File: src/rtl/ser_pkg.sv
// Shared definitions for the bit-serial adder sequencer.
package ser_pkg;

   // Encoding 2'd3 is unused; the FSM recovers from it to ST_IDLE.
   typedef enum logic [1:0] {
      ST_IDLE = 2'd0,
      ST_RUN  = 2'd1,
      ST_DONE = 2'd2
   } ser_state_e;

endpackage

File: src/rtl/full_adder.sv
// One-bit full adder; the only arithmetic element the serial sequencer uses.
module full_adder (
   input  logic A,
   input  logic B,
   input  logic cin,
   output logic Y,
   output logic cout
);

   assign Y    = A ^ B ^ cin;
   assign cout = (A & B) | (cin & (A ^ B));

endmodule

File: src/rtl/serial_add_ctrl.sv
// Bit-serial adder: one full_adder shared across WIDTH bits, LSB first,
// with a start/busy/done handshake and a registered result.
module serial_add_ctrl
   import ser_pkg::*;
#(
   parameter int WIDTH = 4
) (
   input  logic             clk,
   input  logic             rst_n,
   input  logic             start,
   input  logic [WIDTH-1:0] a,
   input  logic [WIDTH-1:0] b,
   input  logic             cin,
   output logic             busy,
   output logic             done,
   output logic [WIDTH-1:0] sum,
   output logic             cout
);

   localparam int            CW       = $clog2(WIDTH);
   localparam logic [CW-1:0] CNT_LAST = CW'(WIDTH - 1);

   ser_state_e       state_q, state_d;
   logic [WIDTH-1:0] a_sr_q, a_sr_d;
   logic [WIDTH-1:0] b_sr_q, b_sr_d;
   logic [WIDTH-1:0] acc_q, acc_d;
   logic [WIDTH-1:0] sum_q, sum_d;
   logic [CW-1:0]    cnt_q, cnt_d;
   logic             carry_q, carry_d;
   logic             cout_q, cout_d;
   logic             fa_y, fa_cout;

   full_adder u_fa (
      .A    (a_sr_q[0]),
      .B    (b_sr_q[0]),
      .cin  (carry_q),
      .Y    (fa_y),
      .cout (fa_cout)
   );

   always_comb begin
      state_d = state_q;
      a_sr_d  = a_sr_q;
      b_sr_d  = b_sr_q;
      acc_d   = acc_q;
      sum_d   = sum_q;
      cnt_d   = cnt_q;
      carry_d = carry_q;
      cout_d  = cout_q;
      case (state_q)
         ST_IDLE: begin
            if (start) begin
               a_sr_d  = a;
               b_sr_d  = b;
               carry_d = cin;
               cnt_d   = '0;
               state_d = ST_RUN;
            end
         end
         ST_RUN: begin
            // Each result bit enters at the MSB so the LSB lands at bit 0 after WIDTH shifts.
            acc_d   = {fa_y, acc_q[WIDTH-1:1]};
            a_sr_d  = a_sr_q >> 1;
            b_sr_d  = b_sr_q >> 1;
            carry_d = fa_cout;
            cnt_d   = cnt_q + CW'(1);
            if (cnt_q == CNT_LAST) begin
               sum_d   = {fa_y, acc_q[WIDTH-1:1]};
               cout_d  = fa_cout;
               state_d = ST_DONE;
            end
         end
         ST_DONE: state_d = ST_IDLE;
         default: state_d = ST_IDLE;
      endcase
   end

   always_ff @(posedge clk or negedge rst_n) begin
      if (!rst_n) begin
         state_q <= ST_IDLE;
         a_sr_q  <= '0;
         b_sr_q  <= '0;
         acc_q   <= '0;
         sum_q   <= '0;
         cnt_q   <= '0;
         carry_q <= 1'b0;
         cout_q  <= 1'b0;
      end else begin
         state_q <= state_d;
         a_sr_q  <= a_sr_d;
         b_sr_q  <= b_sr_d;
         acc_q   <= acc_d;
         sum_q   <= sum_d;
         cnt_q   <= cnt_d;
         carry_q <= carry_d;
         cout_q  <= cout_d;
      end
   end

   assign busy = (state_q == ST_RUN);
   assign done = (state_q == ST_DONE);
   assign sum  = sum_q;
   assign cout = cout_q;

endmodule

File: config.mk
export PLATFORM = sky130hd
export DESIGN_NAME = serial_add_ctrl
export DESIGN_NICKNAME = d
export VERILOG_FILES = /design/src/rtl/ser_pkg.sv /design/src/rtl/full_adder.sv /design/src/rtl/serial_add_ctrl.sv
export SDC_FILE = /design/constraint.sdc
export NUM_CORES = 1
export LEC_CHECK = 0
export CAP_MARGIN = 20
export CORE_UTILIZATION = 49
export CTS_CLUSTER_SIZE = 10
export DETAILED_ROUTE_END_ITERATION = 8
export MAX_ROUTING_LAYER = met4
export PLACE_DENSITY = 0.8
export REMOVE_ABC_BUFFERS = 1
export SLEW_MARGIN = 20
export SYNTH_ARGS = -nofsm -noshare
export SYNTH_HDL_FRONTEND = slang
export SYNTH_SLANG_ARGS = --single-unit
export TNS_END_PERCENT = 20
File: constraint.sdc
create_clock -name clk -period 1.4 [get_ports clk]
set_input_delay 0.21 -clock clk [delete_from_list [all_inputs] [get_ports clk]]
set_output_delay 0.21 -clock clk [all_outputs]
set_load 0.01 [all_outputs]
==> results.py <==
metrics = {
    "synth": {
        "synth-seq-cells": 21,
        "synth.yosys.warnings": 0,
        "avgSynthCellArea_sq_um": 11.5,
        "yosys.area.top_type_share": 0.562,
        "netlist_area_sq_um": 935,
        "syn_inst": 81,
        "yosysUniqueCellTypes": 21,
        "synth_top_cells_by_area": "dfrtp_1 (56%), mux2_4 (8.0%), o22ai_1 (8.0%), nand2_1 (4.4%), a21oi_1 (4.3%)",
        "yosysTopAreaCell": "dfrtp_1",
        "seq_area_frac_synth": 0.562,
    },
    "worst_setup_path": {
        "critical_path.max_fanout": 6,
        "rr_worst_depth": 6,
        "crit_required_ns": 1.60,
        "reg2reg_from": "state_q[1]",
        "worstPathArrival_ns": 1.57,
        "startpoint_type": "flip-flop",
        "endpoint_kind": "flip-flop",
        "critical_path_class": "flip-flop to flip-flop",
        "cp-startpoint": "state_q[1]",
    },
    "global_routing": {
        "grt_max_degree": 22,
        "antenna_found_initial": 0,
        "grtUsageMet1": 0.228,
        "grt.busiest_layer": "met2",
        "grtUsageMet3": 0.0476,
        "gr-total-overflow": 0,
        "grt_pass1_wl_microns": 2850,
        "grt_pass1_vias": 673,
        "grt_use_met2": 0.354,
        "grtUsageTotal": 0.211,
    },
    "sta": {
        "slew_headroom": 0.826,
        "maxSlewViolCount": 0,
        "rsz0062_at_grt": "yes",
        "setup_ws_ns": 0.0296,
        "hold_viol_final": 0,
        "worstMarginPinSlew_ns": 0.260,
        "period_share": 0.979,
        "setup_viol": 0,
        "layout_min_cycle_time_ns": 1.37,
        "finClkSkew_ns": 0.00383,
        "fmax_mhz": 730,
    },
    "clock_network": {
        "cts-root-buf": "clkbuf_4",
        "clockBufferDepth": 2,
        "cts.sinks": 21,
        "cts_buffers": 3,
        "path_clk_slew_ns": 0.12,
        "cts_tree": "done",
        "htree_levels": 1,
        "clk_latency_ns": 0.31,
        "hold_buffers": 0,
    },
    "place": {
        "pre_cts_ws_ns": -0.00112,
        "io_buffers": 18,
        "place.gp.congestion": 0.775,
        "place_hpwl_microns": 1320,
    },
    "routing": {
        "drt_iter0_markers": 23,
        "drc": 0,
        "drt_first_pass_iters": 4,
        "antenna_left": 0,
        "wl_per_cell_microns": 13.4,
        "routed_wl_microns": 1800,
        "route.vias.total": 732,
        "avgViaCountPerCell": 5.42,
    },
    "floorplan": {
        "die_area_sq_um": 2090,
        "die_h_microns": 45.7,
        "die_w_microns": 45.7,
        "start_util": 0.530,
        "rows": 15,
        "coreArea_sq_um": 1760,
        "pin_count": 19,
    },
    "power": {
        "total_power_w": 0.00281,
        "ir_worst_vdd_uv": 1330,
        "leakagePower_nw": 0.586,
        "p_per_area_nw_per_um2": 2240,
    },
    "finish": {
        "drive_above_1_share": 0.227,
        "final.fill_count": 150,
        "nets": 125,
        "diodes": 0,
        "area_delta_synth_final_pct": 33.7,
    },
    "flow_run": {
        "drv_cap": 0,
    },
    "outcome": {
        "status": "completed",
    },
    "hold_path": {
        "hold_path_class": "input pin to asynchronous set/reset pin",
    },
}
==> power by group <==
group	internal, W	total (W)	switching (W)
Clock	0.000107	0.000294	0.000187
Sequential	0.000895	0.00109	0.000198
Combinational	0.000748	0.00142	0.000670
==> layout make-up <==
cell class                 count  area [sq um]  share of cell area
multi-input combinational     52           384               0.307
clock inverter                 1          5.00             0.00400
clock buffer                   3          22.5              0.0180
sequential                    21           526               0.420
tap                           25          31.3              0.0250
inverter                       5          23.8              0.0190
timing repair buffer          28           258               0.206
==> cell usage in the layout, fill, tap and decap left out <==
cell type,synthesis,layout
a21oi_1,8,8
a22o_1,1,1
a32o_1,1,1
buf_4,2,8
buf_6,0,3
clkbuf_4,0,3
clkdlybuf4s15_1,0,1
clkdlybuf4s50_1,0,11
clkinv_2,0,1
clkinv_4,0,1
dfrtp_1,21,21
dlygate4sd2_1,0,5
fa_1,1,1
ha_1,1,1
inv_1,4,4
mux2_4,5,5
nand2_1,11,11
nand2_8,0,1
nand2b_1,2,1
nand2b_2,0,1
nand2b_4,1,1
nor2_1,2,2
nor2b_1,1,1
o21ai_0,3,3
o21bai_1,1,1
o22ai_1,12,12
o32ai_2,0,1
==> critical path, stage by stage (launching register included) <==
cell,delay [ns]
dfrtp_1,0.43
buf_6,0.13
nand2b_4,0.14
clkinv_4,0.05
buf_6,0.12
nand2_8,0.08
mux2_4,0.32
==> metrics by stage <==
stage | utilization | hold slack, ns | TNS (ns) | cells | area (sq um)
finish | 0.709 | 0.229 | 0 | 135 | 1250
global route | 0.709 | 0.240 | -0.00329 | 135 | 1250
CTS | 0.696 | 0.232 | -0.00863 | 135 | 1230
detailed placement | 0.672 | 0.477 | -0.00112 | 129 | 1190
global placement | 0.672 | 0.463 | 0 | 129 | 1190
floorplan | - | -0.0856 | 0 | 78 | 915
==> cells by family after synthesis <==
kind of cell             share of synthesized area
AO/OA/AOI/OAI                                0.177
flip-flops                                   0.562
AND/OR/NAND/NOR                             0.0991
buffers and inverters                       0.0468
multiplexers                                0.0803
adder cells (fa/ha/maj)                     0.0348
==> Yosys cell counts <==
| cell | instances |
|---|---|
| a21oi_1 | 8 |
| a32o_1 | 1 |
| o21ai_0 | 3 |
| nor2_1 | 2 |
| nand2_4 | 1 |
| ha_1 | 1 |
| a22o_1 | 1 |
| o32ai_1 | 1 |
| o22ai_1 | 12 |
| fa_1 | 1 |
| buf_2 | 1 |
| nand2_1 | 11 |
| nand2b_1 | 2 |
| o21bai_1 | 1 |
| dfrtp_1 | 21 |
| inv_1 | 4 |
| inv_6 | 1 |
| mux2_4 | 5 |
| nor2b_1 | 1 |
| nand2b_4 | 1 |
| buf_4 | 2 |
==> metal layers <==
metal	part of all wire	vias to the layer above
li1	-	347
met1	0.43	360
met2	0.50	21
met3	0.045	4
met4	0.021	0
met5	0	-
==> state kept, by name (all words and copies together), names as in the netlist <==
signal   cells
sum          4
a_sr_q       4
state_q      2
acc_q        3
cnt_q        2
cout         1
carry_q      1
b_sr_q       4
==> path summary, 6_finish.rpt <==
kind / end / slack (ns)
max in group asynchronous: cout / 0.96
hold reg to reg: acc_q[1] / 0.50
setup / recovery: sum[2] / 0.03
setup reg to reg: sum[2] / 0.03
min in group clk: a_sr_q[3] / 0.45
hold / removal: cnt_q[1] / 0.23
==> timing repair <==
action	4_1_cts	5_1_grt
resized for setup	12	6
endpoints found under the setup margin	7	7
setup buffers	2	0
No activity file was read; power rests on OpenSTA's default activity.
